--- config.mk ---
export PLATFORM = sky130hd
export DESIGN_NAME = cbfp_normalize_flat
export DESIGN_NICKNAME = d
export VERILOG_FILES = /design/src/rtl/cbfp_normalize_if.sv /design/src/rtl/cbfp_normalize.sv /design/src/flat_wrapper.sv
export SDC_FILE = /design/constraint.sdc
export NUM_CORES = 2
export LEC_CHECK = 0
export CAP_MARGIN = 25
export CORE_AREA = 2 2 465 467
export DETAILED_ROUTE_END_ITERATION = 16
export DIE_AREA = 0 0 467 469
export PLACE_DENSITY = 0.57
export SYNTH_ARGS = -nofsm -noshare
export SYNTH_HDL_FRONTEND = slang
export SYNTH_SLANG_ARGS = --single-unit
--- constraint.sdc ---
create_clock -name clk -period 71.9 [get_ports clk]
set_input_delay 14.38 -clock clk [delete_from_list [all_inputs] [get_ports clk]]
set_output_delay 14.38 -clock clk [all_outputs]
set_load 0.02 [all_outputs]
--- src/rtl/cbfp_normalize_if.sv ---
// cbfp_normalize_if: beat-level bus of the block-floating-point normaliser.
// slave is the normaliser's view, master the upstream/downstream view.
interface cbfp_normalize_if #(
   parameter int DATA_WIDTH    = 16,
   parameter int IN_W          = 25,
   parameter int OUT_W         = 11,
   parameter int BLK_PER_FRAME = 32
);
   localparam int CW = $clog2(BLK_PER_FRAME);
   logic                    i_valid;
   logic signed [IN_W-1:0]  i_data_re [0:DATA_WIDTH-1];
   logic signed [IN_W-1:0]  i_data_im [0:DATA_WIDTH-1];
   logic [4:0]              i_min_cnt_0;
   logic [4:0]              i_min_cnt_1;
   logic                    o_valid;
   logic signed [OUT_W-1:0] o_data_re [0:DATA_WIDTH-1];
   logic signed [OUT_W-1:0] o_data_im [0:DATA_WIDTH-1];
   logic [4:0]              o_exp_0;
   logic [4:0]              o_exp_1;
   logic [CW-1:0]           o_blk_idx;
   logic                    o_last;
   modport master (
      output i_valid, i_data_re, i_data_im, i_min_cnt_0, i_min_cnt_1,
      input  o_valid, o_data_re, o_data_im, o_exp_0, o_exp_1, o_blk_idx, o_last
   );
   modport slave (
      input  i_valid, i_data_re, i_data_im, i_min_cnt_0, i_min_cnt_1,
      output o_valid, o_data_re, o_data_im, o_exp_0, o_exp_1, o_blk_idx, o_last
   );
endinterface

--- src/rtl/cbfp_normalize.sv ---
// cbfp_normalize: per-half shift by common sign-bit count, reduce to OUT_W, 2-cycle latency, frame counter.
// Define CBFP_ROUND_EN for round-half-up with positive saturation instead of truncation.
module cbfp_normalize #(
   parameter int DATA_WIDTH    = 16,
   parameter int IN_W          = 25,
   parameter int OUT_W         = 11,
   parameter int MAX_SHIFT     = IN_W - OUT_W,
   parameter int BLK_PER_FRAME = 32
) (
   input logic clk,
   input logic rst,
   cbfp_normalize_if.slave bus
);
   localparam int D = IN_W - OUT_W;
   localparam int HALF = DATA_WIDTH / 2;
   localparam int CW = $clog2(BLK_PER_FRAME);
   localparam logic [CW-1:0] LAST_IDX = CW'(BLK_PER_FRAME - 1);

   logic                    s1_valid_q, s1_valid_d;
   logic signed [IN_W-1:0]  s1_re_q [0:DATA_WIDTH-1];
   logic signed [IN_W-1:0]  s1_re_d [0:DATA_WIDTH-1];
   logic signed [IN_W-1:0]  s1_im_q [0:DATA_WIDTH-1];
   logic signed [IN_W-1:0]  s1_im_d [0:DATA_WIDTH-1];
   logic [4:0]              s1_sh0_q, s1_sh0_d, s1_sh1_q, s1_sh1_d;
   logic [CW-1:0]           s1_idx_q, s1_idx_d, cnt_q, cnt_d;
   logic                    o_valid_q, o_valid_d, o_last_q, o_last_d;
   logic signed [OUT_W-1:0] o_re_q [0:DATA_WIDTH-1];
   logic signed [OUT_W-1:0] o_re_d [0:DATA_WIDTH-1];
   logic signed [OUT_W-1:0] o_im_q [0:DATA_WIDTH-1];
   logic signed [OUT_W-1:0] o_im_d [0:DATA_WIDTH-1];
   logic [4:0]              o_exp0_q, o_exp0_d, o_exp1_q, o_exp1_d;
   logic [CW-1:0]           o_idx_q, o_idx_d;

   function automatic logic [4:0] clamp(input logic [4:0] c);
      return (c > 5'(MAX_SHIFT)) ? 5'(MAX_SHIFT) : c;
   endfunction

   // The shift never exceeds the redundant sign bits, so x keeps IN_W bits losslessly.
   function automatic logic signed [OUT_W-1:0] reduce(input logic signed [IN_W-1:0] smp, input logic [4:0] s);
      logic signed [IN_W-1:0] x;
`ifdef CBFP_ROUND_EN
      logic signed [IN_W:0] r;
`endif
      x = smp <<< s;
`ifdef CBFP_ROUND_EN
      r = ($signed({x[IN_W-1], x}) + $signed((IN_W+1)'(2 ** (D - 1)))) >>> D;
      return (r > $signed((IN_W+1)'(2 ** (OUT_W - 1) - 1))) ? OUT_W'(2 ** (OUT_W - 1) - 1) : OUT_W'(r);
`else
      return OUT_W'(x >>> D);
`endif
   endfunction

   always_comb begin
      s1_valid_d = bus.i_valid;
      s1_sh0_d   = bus.i_valid ? clamp(bus.i_min_cnt_0) : s1_sh0_q;
      s1_sh1_d   = bus.i_valid ? clamp(bus.i_min_cnt_1) : s1_sh1_q;
      s1_idx_d   = bus.i_valid ? cnt_q : s1_idx_q;
      cnt_d      = bus.i_valid ? ((cnt_q == LAST_IDX) ? '0 : cnt_q + 1'b1) : cnt_q;
      o_valid_d  = s1_valid_q;
      o_last_d   = s1_valid_q && (s1_idx_q == LAST_IDX);
      o_exp0_d   = s1_valid_q ? s1_sh0_q : o_exp0_q;
      o_exp1_d   = s1_valid_q ? s1_sh1_q : o_exp1_q;
      o_idx_d    = s1_valid_q ? s1_idx_q : o_idx_q;
      for (int i = 0; i < DATA_WIDTH; i++) begin
         s1_re_d[i] = bus.i_valid ? bus.i_data_re[i] : s1_re_q[i];
         s1_im_d[i] = bus.i_valid ? bus.i_data_im[i] : s1_im_q[i];
         o_re_d[i]  = s1_valid_q ? reduce(s1_re_q[i], (i < HALF) ? s1_sh0_q : s1_sh1_q) : o_re_q[i];
         o_im_d[i]  = s1_valid_q ? reduce(s1_im_q[i], (i < HALF) ? s1_sh0_q : s1_sh1_q) : o_im_q[i];
      end
   end

   always_ff @(posedge clk or posedge rst) begin
      if (rst) begin
         s1_valid_q <= 1'b0;
         s1_sh0_q   <= '0;
         s1_sh1_q   <= '0;
         s1_idx_q   <= '0;
         cnt_q      <= '0;
         o_valid_q  <= 1'b0;
         o_last_q   <= 1'b0;
         o_exp0_q   <= '0;
         o_exp1_q   <= '0;
         o_idx_q    <= '0;
         for (int i = 0; i < DATA_WIDTH; i++) begin
            s1_re_q[i] <= '0;
            s1_im_q[i] <= '0;
            o_re_q[i]  <= '0;
            o_im_q[i]  <= '0;
         end
      end else begin
         s1_valid_q <= s1_valid_d;
         s1_sh0_q   <= s1_sh0_d;
         s1_sh1_q   <= s1_sh1_d;
         s1_idx_q   <= s1_idx_d;
         cnt_q      <= cnt_d;
         o_valid_q  <= o_valid_d;
         o_last_q   <= o_last_d;
         o_exp0_q   <= o_exp0_d;
         o_exp1_q   <= o_exp1_d;
         o_idx_q    <= o_idx_d;
         for (int i = 0; i < DATA_WIDTH; i++) begin
            s1_re_q[i] <= s1_re_d[i];
            s1_im_q[i] <= s1_im_d[i];
            o_re_q[i]  <= o_re_d[i];
            o_im_q[i]  <= o_im_d[i];
         end
      end
   end

   assign bus.o_valid   = o_valid_q;
   assign bus.o_data_re = o_re_q;
   assign bus.o_data_im = o_im_q;
   assign bus.o_exp_0   = o_exp0_q;
   assign bus.o_exp_1   = o_exp1_q;
   assign bus.o_blk_idx = o_idx_q;
   assign bus.o_last    = o_last_q;
endmodule

--- src/flat_wrapper.sv ---
// flat-port wrapper written by rule: the top's interface ports become plain ports
module cbfp_normalize_flat 
#(
   parameter int DATA_WIDTH    = 16,
   parameter int IN_W          = 25,
   parameter int OUT_W         = 11,
   parameter int MAX_SHIFT     = IN_W - OUT_W,
   parameter int BLK_PER_FRAME = 32
)
  (clk, rst, bus_i_valid, bus_i_data_re, bus_i_data_im, bus_i_min_cnt_0, bus_i_min_cnt_1, bus_o_valid, bus_o_data_re, bus_o_data_im, bus_o_exp_0, bus_o_exp_1, bus_o_blk_idx, bus_o_last);
  cbfp_normalize_if #(.DATA_WIDTH(DATA_WIDTH), .IN_W(IN_W), .OUT_W(OUT_W), .BLK_PER_FRAME(BLK_PER_FRAME)) bus_i ();
  input logic clk;
  input logic rst;
  input wire logic [$bits(bus_i.i_valid)-1:0] bus_i_valid;
  input wire logic [$bits(bus_i.i_data_re)-1:0] bus_i_data_re;
  input wire logic [$bits(bus_i.i_data_im)-1:0] bus_i_data_im;
  input wire logic [$bits(bus_i.i_min_cnt_0)-1:0] bus_i_min_cnt_0;
  input wire logic [$bits(bus_i.i_min_cnt_1)-1:0] bus_i_min_cnt_1;
  output wire logic [$bits(bus_i.o_valid)-1:0] bus_o_valid;
  output wire logic [$bits(bus_i.o_data_re)-1:0] bus_o_data_re;
  output wire logic [$bits(bus_i.o_data_im)-1:0] bus_o_data_im;
  output wire logic [$bits(bus_i.o_exp_0)-1:0] bus_o_exp_0;
  output wire logic [$bits(bus_i.o_exp_1)-1:0] bus_o_exp_1;
  output wire logic [$bits(bus_i.o_blk_idx)-1:0] bus_o_blk_idx;
  output wire logic [$bits(bus_i.o_last)-1:0] bus_o_last;
  assign bus_i.i_valid = bus_i_valid;
  assign bus_i.i_data_re = {>>{bus_i_data_re}};
  assign bus_i.i_data_im = {>>{bus_i_data_im}};
  assign bus_i.i_min_cnt_0 = bus_i_min_cnt_0;
  assign bus_i.i_min_cnt_1 = bus_i_min_cnt_1;
  assign bus_o_valid = bus_i.o_valid;
  assign bus_o_data_re = {>>{bus_i.o_data_re}};
  assign bus_o_data_im = {>>{bus_i.o_data_im}};
  assign bus_o_exp_0 = bus_i.o_exp_0;
  assign bus_o_exp_1 = bus_i.o_exp_1;
  assign bus_o_blk_idx = bus_i.o_blk_idx;
  assign bus_o_last = bus_i.o_last;
  cbfp_normalize #(.DATA_WIDTH(DATA_WIDTH), .IN_W(IN_W), .OUT_W(OUT_W), .MAX_SHIFT(MAX_SHIFT), .BLK_PER_FRAME(BLK_PER_FRAME)) u_core (.clk(clk), .rst(rst), .bus(bus_i));
endmodule
==> impl_metrics.json <==
{
  "gp_congestion": 0.936,
  "synth-seq-area-share_pct": 40.3,
  "cts_tree": "built",
  "vias": 60400,
  "cp.required_ns": 72.85,
  "drcViolationCount": 0,
  "crit_fanout": 138,
  "syn_area_per_cell_sq_um": 12.3,
  "min_to": "u_core.bus.o_data_re[98]$_DFFE_PP0P_",
  "dieHeight_um": 469,
  "routedWlPerCell_um": 33.0,
  "finalCriticalPeriod_ns": 19.28,
  "cts_buffer_depth": 3,
  "status": "finished clean",
  "ant_nets": 0,
  "synth-seq-cells": 1190,
  "post_dp_cell_area_sq_um": 87700,
  "fmaxAchievable_mhz": 51.9,
  "die_area_sq_um": 219000,
  "hold_slack_ns": 0.482,
  "synth_most_common_cell": "dfrtp_1",
  "routed_via_density": 6.11,
  "fin_cells": 9885,
  "peakVddDrop_mv": 0.0244,
  "synth_warnings": 0,
  "hp-start": "u_core.bus.o_data_re[98]$_DFFE_PP0P_",
  "regToRegEndpoint": "u_core.bus.o_data_im[29]$_DFFE_PP0P_",
  "wl_um": 326000,
  "critical_path_class": "input port to async pin",
  "drt_iter0_drc": 6782,
  "synth_top_cell_by_area": "dfrtp_1",
  "slew_headroom_pct": 24.5,
  "grt_overflow": 0,
  "critPathArrivalTime_ns": 20.23,
  "drive_gt1_share_pct": 26.9,
  "final_cell_area_sq_um": 93000,
  "tns_ns": 0,
  "yosysTopAreaCellShare_pct": 40.3,
  "crit_path_start_kind": "input port",
  "synthesis.area_sq_um": 73900,
  "grt_start_max_net_pins": 151,
  "cts_resized": 0,
  "reg2regPathDepth": 9,
  "synthCells": 6006,
  "ios": 1182,
  "core.rowCount": 170,
  "numClockSinks": 1190,
  "cp-end-kind": "async pin",
  "numPortBuffers": 1181,
  "dp_hpwl_um": 237000,
  "area_delta_synth_final_pct": 25.8,
  "p_leak_nw": 37.8,
  "netlist_top_cells_count": "dfrtp_1 (1190), mux2_2 (994), mux2i_1 (775)",
  "cts_hold_buf": 0,
  "postCtsSetupRepairBufs": 0,
  "power.total_w": 0.00244,
  "syn-num-nets": 6821,
  "synth_edf_count": 0,
  "fin_crit_sh_pct": 26.8,
  "worst_slew_pin_slew_ns": 1.13,
  "async_reset_ff_share_pct": 100,
  "antenna_found_initial": 84,
  "rsz0062_at_grt": "false",
  "max_cap_violations": 0,
  "ys_dominant_reg_cell": "dfrtp_1",
  "cts_buffers": 146,
  "placed_cells": 9573,
  "hp-class": "register to register",
  "drv_slew": 0,
  "first_global_vias": 59900,
  "start_util_pct": 34.6,
  "first_pass_iters": 8,
  "path_clk_slew_ns": 0.05,
  "die_w_um": 467,
  "nets": 7702,
  "power_density_nw_per_um2": 26.3,
  "hold_viol_final": 0,
  "clk_latency_ns": 0.83,
  "skew_ns": 0.0402,
  "grt_pass1_wl_um": 458000,
  "setup_viol": 0,
  "core-area_sq_um": 214000,
  "grt_use_total_pct": 28.9,
  "cts_htree_levels": 4,
  "synth_cell_types": 61,
  "synthTopCellsByArea": "dfrtp_1 (40%), mux2_2 (15%), mux4_2 (15%)",
  "cts_root_buf": "clkbuf_16",
  "whs_path_depth": 1,
  "rrSetupSlack_ns": 66.18,
  "reg2reg_from": "u_core.s1_sh1_q[0]$_DFFE_PP0P_"
}
[sequential cells by signal, indices dropped and copies added, names as in the netlist]
register / cells
u_core.s1_sh0_q: 5
u_core.bus.o_last: 1
u_core.cnt_q: 5
u_core.s1_idx_q: 5
u_core.s1_sh1_q: 5
u_core.s1_im_q: 400
u_core.bus.o_exp_1: 5
u_core.bus.o_valid: 1
u_core.bus.o_exp_0: 5
u_core.bus.o_blk_idx: 5
u_core.s1_re_q: 400
u_core.bus.o_data_im: 176
u_core.bus.o_data_re: 176
u_core.o_valid_d: 1
[cells by family after synthesis]
group                      synth area share (%)
buffers and inverters                      4.04
and+or+nand+nor                            4.98
adders and majority gates                0.0339
DFF                                        40.3
muxes                                      40.2
AOI/OAI and AO/OA                          10.5
[cells in the final DEF (no fill, tap or decap), types with 45 or more instances in the layout]
cell type | Yosys | routed
mux4_2 | 478 | 478
buf_4 | 60 | 96
mux2i_1 | 775 | 775
a222oi_1 | 85 | 85
mux2_2 | 994 | 994
and2_1 | 52 | 51
nand2_1 | 600 | 592
clkdlybuf4s50_1 | 0 | 1180
a22oi_1 | 59 | 59
diode_2 | 0 | 47
dfrtp_1 | 1190 | 1181
nor2_1 | 168 | 157
o22ai_1 | 95 | 95
clkbuf_16 | 0 | 146
o221ai_1 | 63 | 63
o21ai_0 | 209 | 208
a221o_1 | 93 | 93
inv_1 | 49 | 45
a21oi_1 | 122 | 122
[worst max-delay path by stage]
| stage | slack, ns | end | start |
|---|---|---|---|
| after CTS | 52.17 | u_core.s1_re_q[19]$_DFFE_PP0P_ | rst |
| after global placement | 51.39 | u_core.s1_re_q[21]$_DFFE_PP0P_ | rst |
| after global routing | 51.86 | u_core.s1_re_q[19]$_DFFE_PP0P_ | rst |
| after floorplan | 24.00 | u_core.bus.o_blk_idx[0]$_DFFE_PP0P_ | rst |
| after detailed placement | 51.29 | u_core.s1_re_q[22]$_DFFE_PP0P_ | rst |
| final | 52.62 | u_core.s1_re_q[12]$_DFFE_PP0P_ | rst |
[cell type report]
class | count | area, sq um
inverter | 52 | 240
multi-input combinational | 4206 | 41400
timing repair buffer | 1291 | 12900
fill | 19900 | 121000
clock buffer | 192 | 4060
sequential | 1190 | 29800
clock inverter | 69 | 983
tap | 2838 | 3550
antenna | 47 | 118
[worst max-delay path, cell delays in order]
cell	delay, ns
clkdlybuf4s50_1	0.49
inv_8	0.49
buf_4	0.76
buf_4	0.82
buf_4	0.75
buf_12	0.55
buf_4	0.83
buf_4	0.37
buf_16	0.30
[per-layer routing]
metal	vias up	global-route usage [%]	part of all wire, %
met5	-	0	0.10
met4	54	18.0	6.8
met3	698	7.19	8.9
met2	3198	42.7	44
met1	31400	38.0	40
li1	25000	-	-
[stage by stage]
stage	util, %	worst slack, ns
after floorplan	-	24.00
after global placement	41.0	51.39
after detailed placement	41.0	51.29
after CTS	43.4	52.17
after global routing	43.5	51.86
final	43.5	52.62
[report_power, final]
group          total [W]  internal, W  switching [W]  leakage, nW
Combinational   0.000757     0.000366       0.000391         21.2
Sequential      0.000894     0.000766       0.000128         14.1
Clock           0.000791     0.000465       0.000326         2.47
Note: power is estimated with default switching activity, not from simulation.
